[config.mk]
export PLATFORM = sky130hd
export DESIGN_NAME = sparc_sscan_unload
export DESIGN_NICKNAME = d
export VERILOG_FILES = /design/src/rtl/sparc_sscan_unload.sv
export SDC_FILE = /design/constraint.sdc
export NUM_CORES = 1
export LEC_CHECK = 0
export ABC_AREA = 1
export CORE_ASPECT_RATIO = 0.75
export CORE_MARGIN = 4
export CORE_UTILIZATION = 50
export DETAILED_ROUTE_END_ITERATION = 7
export GPL_TIMING_DRIVEN = 0
export PLACE_DENSITY = 0.75
export SLEW_MARGIN = 20
export SYNTH_ARGS = -nofsm -noshare
export SYNTH_HDL_FRONTEND = slang
export SYNTH_SLANG_ARGS = --single-unit
[constraint.sdc]
create_clock -name rclk -period 2.1 [get_ports rclk]
set_clock_uncertainty 0.2 [all_clocks]
set_input_delay 0.525 -clock rclk [delete_from_list [all_inputs] [get_ports rclk]]
set_output_delay 0.525 -clock rclk [all_outputs]
set_load 0.01 [all_outputs]
[src/rtl/sparc_sscan_unload.sv]
// rtl/sparc_sscan_unload.sv - shadow-scan unload controller: snap, shift, deserialize, hand off to host
module sparc_sscan_unload #(
  parameter int WIDTH     = 94,
  parameter int DIV       = 4,
  parameter int SNAP_WAIT = 2,
  parameter int CW        = 7
) (
  input  logic             rclk,
  input  logic             arst_l,
  input  logic             req,
  input  logic             abort,
  input  logic             sparc_sscan_so,
  output logic             sscan_snap,
  output logic             sscan_se,
  output logic             sscan_shift,
  output logic             busy,
  output logic [WIDTH-1:0] data_out,
  output logic             data_vld,
  input  logic             data_ack
);

  localparam int DW = (DIV > 1) ? $clog2(DIV) : 1;
  localparam int WW = (SNAP_WAIT > 1) ? $clog2(SNAP_WAIT) : 1;

  typedef enum logic [2:0] {
    S_IDLE  = 3'd0,
    S_SNAP  = 3'd1,
    S_WAIT  = 3'd2,
    S_SHIFT = 3'd3,
    S_HOLD  = 3'd4
  } state_t;

  state_t           state, state_nxt;
  logic [DW-1:0]    div_cnt;
  logic [WW-1:0]    wait_cnt;
  logic [CW-1:0]    bit_cnt;
  logic [WIDTH-1:0] shift_reg;

  logic strobe, last_bit, wait_done;

  assign strobe    = (state == S_SHIFT) && (div_cnt == DW'(DIV - 1));
  assign last_bit  = (bit_cnt == CW'(WIDTH - 1));
  assign wait_done = (wait_cnt == WW'(SNAP_WAIT - 1));

  // Outputs are pure decodes of flops, so there is no input-to-output path.
  assign sscan_snap  = (state == S_SNAP);
  assign sscan_se    = (state == S_SHIFT);
  assign sscan_shift = strobe;
  assign busy        = (state != S_IDLE);
  assign data_vld    = (state == S_HOLD);

  always_comb begin
    state_nxt = state;
    case (state)
      S_IDLE:  if (req) state_nxt = S_SNAP;
      S_SNAP:  state_nxt = S_WAIT;
      S_WAIT:  if (wait_done) state_nxt = S_SHIFT;
      S_SHIFT: if (strobe && last_bit) state_nxt = S_HOLD;
      S_HOLD:  if (data_ack) state_nxt = S_IDLE;
      default: state_nxt = S_IDLE;
    endcase
    if (abort) state_nxt = S_IDLE;
  end

  always_ff @(posedge rclk or negedge arst_l) begin
    if (!arst_l) begin
      state     <= S_IDLE;
      div_cnt   <= '0;
      wait_cnt  <= '0;
      bit_cnt   <= '0;
      shift_reg <= '0;
      data_out  <= '0;
    end else begin
      state <= state_nxt;
      if (abort) begin
        div_cnt  <= '0;
        wait_cnt <= '0;
        bit_cnt  <= '0;
      end else begin
        wait_cnt <= (state == S_WAIT && !wait_done) ? wait_cnt + WW'(1) : '0;
        if (state == S_SHIFT) begin
          div_cnt <= strobe ? '0 : div_cnt + DW'(1);
          if (strobe) begin
            bit_cnt   <= last_bit ? '0 : bit_cnt + CW'(1);
            shift_reg <= {shift_reg[WIDTH-2:0], sparc_sscan_so};
            // Publish only a complete word so an aborted unload never disturbs data_out.
            if (last_bit) data_out <= {shift_reg[WIDTH-2:0], sparc_sscan_so};
          end
        end else begin
          div_cnt <= '0;
          bit_cnt <= '0;
        end
      end
    end
  end

endmodule

======== Word level (Yosys, flattened, before mapping) ========
Cells that the tools add are included.
cells by class
  add/sub/neg operators ................... 3
  eq/ne operators ......................... 11
  multiplexer cells ....................... 15
  bitwise operators ....................... 1
  reductions and logical operators ........ 9
operators by type and width
  operator               number
  $mux W7                4
  $mux W3                5
  $pmux W3 S5            1
  $ne A3 B2 Y1 const B   3
  $reduce_and A4 Y1      2
  $add A7 B1 Y7 const B  1
  $eq A7 B7 Y1 const B   1
  $eq A3 B2 Y1 const B   2
  $mux W2                3
  $ne A3 B3 Y1 const B   2
  $eq A3 B1 Y1 const B   1
  $eq A3 B3 Y1 const B   1
  $logic_and A1 B1 Y1    3
  $logic_not A3 Y1       1
  $reduce_and A3 Y1      1
  $reduce_bool A3 Y1     1
  $add A2 B1 Y2 const B  1
  $eq A2 B2 Y1 const B   1
  $mux W1                2
  $add A1 B1 Y1 const B  1
  $logic_not A1 Y1       1
  $not A1 Y1             1
word-level totals
  register bits ........................... 200
  input bits .............................. 6
  output and inout bits ................... 99
  word-level logic and storage cells ...... 45

======== Depth between registers and ports, before layout ========
  word-level depth ........................ 6
  mapped depth ............................ 9
  gate-level depth less buffers ........... 8

======== Least setup slack after synthesis ========
Ideal clock, no wire load.
  path type ............................... register to register
  start point ............................. register div_cnt[0]
  end point ............................... register data_out[11]
  library setup time ...................... 0.118 ns
  arrival time ............................ 1.451 ns
  required time ........................... 1.782 ns
  slack ................................... 0.331 ns
  cell stages (with the launch flop) ...... 9
  path buffers ............................ 2
  clock period less this slack ............ 1.769 ns
  cell sequence ........................... dfrtp_1 -> ha_1 -> inv_1 -> nor3_4 -> nand3_2 -> buf_4 -> buf_6 -> nand2_1 -> o21ai_2
between the ends
  longest elaborated chain between the ends .. 3
RTL lines
  what                                line  RTL
  start, declared                     34    logic [DW-1:0] div_cnt;
  start signal, assigned              82    div_cnt <= strobe ? '0 : div_cnt + DW'(1);
  $eq A2 B2 Y1                        41    assign strobe = (state == S_SHIFT) && (div_cnt == DW'(DIV - 1));
  $logic_and A1 B1 Y1                 41
  named net sscan_shift               15    output logic sscan_shift,
  $reduce_and A4 Y1 (no source line)  n/a
  end signal, assigned                87    if (last_bit) data_out <= {shift_reg[WIDTH-2:0], sparc_sscan_so};
  end, declared                       17    output logic [WIDTH-1:0] data_out,
The timed path passes the listed nets, and every way through them passes these cells.
A chain may end at the register's enable or synchronous reset.

======== Worst setup path after layout ========
  start point ............................. register state[0]
  end point ............................... output port sscan_snap
between the ends
  longest elaborated chain between the ends .. 1
RTL lines
  what                    line  RTL
  start, declared         33    state_t state, state_nxt;
  start signal, assigned  74    state <= state_nxt;
  $eq A3 B1 Y1            46    assign sscan_snap = (state == S_SNAP);
  end, declared           13    output logic sscan_snap,
Every way passes these cells.

==> impl_metrics.yaml <==
run_status:
  status: "completed"
worst_hold_path:
  min-delay-path-class: "reg2reg"
routing:
  viasPerCell: 4.88
  ant_nets: 0
  wl_per_cell_um: 14.3
  drt-pass1-iter-count: 5
  first_iter_violations: 298
  wl_um: 16300
  drc_errors: 0
  via_count: 5563
timing:
  worstMarginPinSlew_ns: 0.539
  post-route-min-period_ns: 2.07
  relSlewSlack: 0.641
  rsz0062_at_grt: "yes"
  setup_violations: 0
  min_period_over_period: 0.985
  tns_ns: 0
  max_freq_ghz: 0.483
  finalWorstSetupSlack_ns: 0.0314
  finalHoldViolCount: 0
  drv_slew: 0
setup_path:
  critical_path_arrival_ns: 1.34
  critPathTopFamily: "flip-flops"
  r2r_slack_ns: 0.14
  cp_num_cells: 4
  end_kind: "output pin"
  path_class: "reg2out"
  startpoint_type: "flop"
  ff2ff_path_depth: 9
  cp_slowest_cell: "dfrtp_2"
  crit_fanout: 3
  cp-startpoint: "state[0]"
  cpPeakStageDelay_ns: 0.43
  rr_endpoint: "data_out[34]"
  cp.required_ns: 1.37
  r2r_start: "bit_cnt[1]"
  crit_chain: "buf_6, inv_2, nor3_2, buf_2"
  path_buf_inv: 3
  worstSetupEndpoint: "sscan_snap"
grt:
  antenna_found_initial: 0
  grt_max_degree: 87
  grt_use_total: 0.189
  grt_pass1_vias: 5411
  grt_pass1_wl_um: 27000
  overflow: 0
clock_network:
  worstSkewPairLatency_ns: 0.43
  htree_levels: 4
  ctsLongestPathBuffers: 2
  cts_root_buf: "clkbuf_16"
  clk_pin_slew_ns: 0.07
  numCtsBuffers: 17
  cts_sinks: 200
  cts_tree: "done"
job:
  max_cap_viol_count: 0
placement:
  gp_congestion: 0.823
  placed_area_um2: 9170
  dp_hpwl_um: 11000
  dp_slack_ns: -0.302
  io_buffer_count: 104
layout:
  num_antenna_cells: 0
  syn_to_final_growth_pct: 27.5
  nets: 932
  fin_util: 0.652
  stdcell_area_um2: 9960
  drive_gt1_frac: 0.139
  largest_reg_flops: 94
logic_synthesis:
  synthArstFlopShare: 1.00
  synth_most_common_cell: "nand2_1"
  synthesis.area_per_instance_um2: 9.90
  seq_area_frac_synth: 0.641
  yosysTopAreaCellShare: 0.641
  synthCells: 789
  yosys_warnings: 0
  synthFlopType: "dfrtp_1"
  synthTopCellsByCount: "nand2_1, dfrtp_1, inv_1"
  synth_edf_count: 0
  synth_top_area_cell: "dfrtp_1"
  ys_ff_latch: 200
  synth_area_leaders: "dfrtp_1, nand2_1, o21ai_1"
  syn_nets: 798
  synth.distinct_cells: 22
  synth_area_um2: 7810
floorplan:
  die-area_um2: 17700
  initial_core_util: 0.511
  ios: 105
  die_w_um: 152
  die_h_um: 116
  row_count: 39
  core_area_um2: 15300
power_and_ir_drop:
  ir_worst_vdd_mv: 0.571
  power_w: 0.00763
  leakagePower_nw: 4.88
  power_density_nw_per_um2: 766
==> worst min path at each step <==
stage	cells past startpoint	from	to	slack (ns)
finish	1	div_cnt[0]	div_cnt[0]	0.25
global route	1	div_cnt[0]	div_cnt[0]	0.25
CTS	1	div_cnt[0]	div_cnt[0]	0.24
detailed placement	1	arst_l	data_out[57]	0.20
global placement	1	div_cnt[0]	div_cnt[0]	0.22
floorplan	0	arst_l	bit_cnt[0]	0.03
==> cells by family (layout without fill, tap and decap cells) <==
| logic type | Yosys count | in the layout | synth area share |
|---|---|---|---|
| adder cells (fa/ha/maj) | 3 | 3 | 0.00481 |
| AND/OR/NAND/NOR | 237 | 237 | 0.120 |
| AO/OA/AOI/OAI | 196 | 196 | 0.142 |
| buffers and inverters | 150 | 297 | 0.0889 |
| XOR/XNOR | 3 | 3 | 0.00337 |
| flip-flops | 200 | 200 | 0.641 |
==> layout make-up <==
class | instances | area (um2)
Tap cell | 205 | 256
Inverter | 109 | 409
Sequential cell | 200 | 5010
Timing Repair Buffer | 115 | 1230
Fill cell | 1262 | 5320
Buffer | 41 | 293
Multi-Input combinational cell | 439 | 2160
Clock inverter | 13 | 143
Clock buffer | 19 | 453
==> placed cells by master (no fill, tap or decap), drive strengths merged, types with 8 or more instances in the layout <==
master         count
clkdlybuf4s50     57
nor2              12
nand2            208
dlymetal6s2s      33
buf               46
nand3             11
dlygate4sd2        8
inv              113
o21ai            194
dfrtp            200
clkbuf            30
==> report_power, final <==
part           internal (W)  total [W]  switching [W]
sequential          0.00388    0.00392      0.0000399
clock               0.00183    0.00329        0.00145
combinational      0.000178   0.000420       0.000242
total               0.00589    0.00763        0.00174
==> per-stage QoR <==
step           hold slack (ns)  cells
2_1_floorplan           0.0294    789
3_3_place_gp             0.222   1098
3_5_place_dp             0.201   1100
4_1_cts                  0.242   1140
5_1_grt                  0.248   1141
6_report                 0.248   1141
==> repair_timing <==
action	in CTS	in global routing
gates resized for setup	35	52
pin swaps	3	5
setup buffers	7	1
endpoints found under the setup margin	15	189
hold buffers	1	0
endpoints found under the hold margin	33	0
==> layer usage <==
metal / GRT usage / routed length (um) / up-vias
met4: 0.0545 / 145 / 0
met3: 0.0463 / 826 / 14
met1: 0.288 / 8330 / 2683
met5: 0 / 0 / -
li1: - / - / 2757
met2: 0.270 / 7000 / 109
No activity file was read; power rests on OpenSTA's default activity.
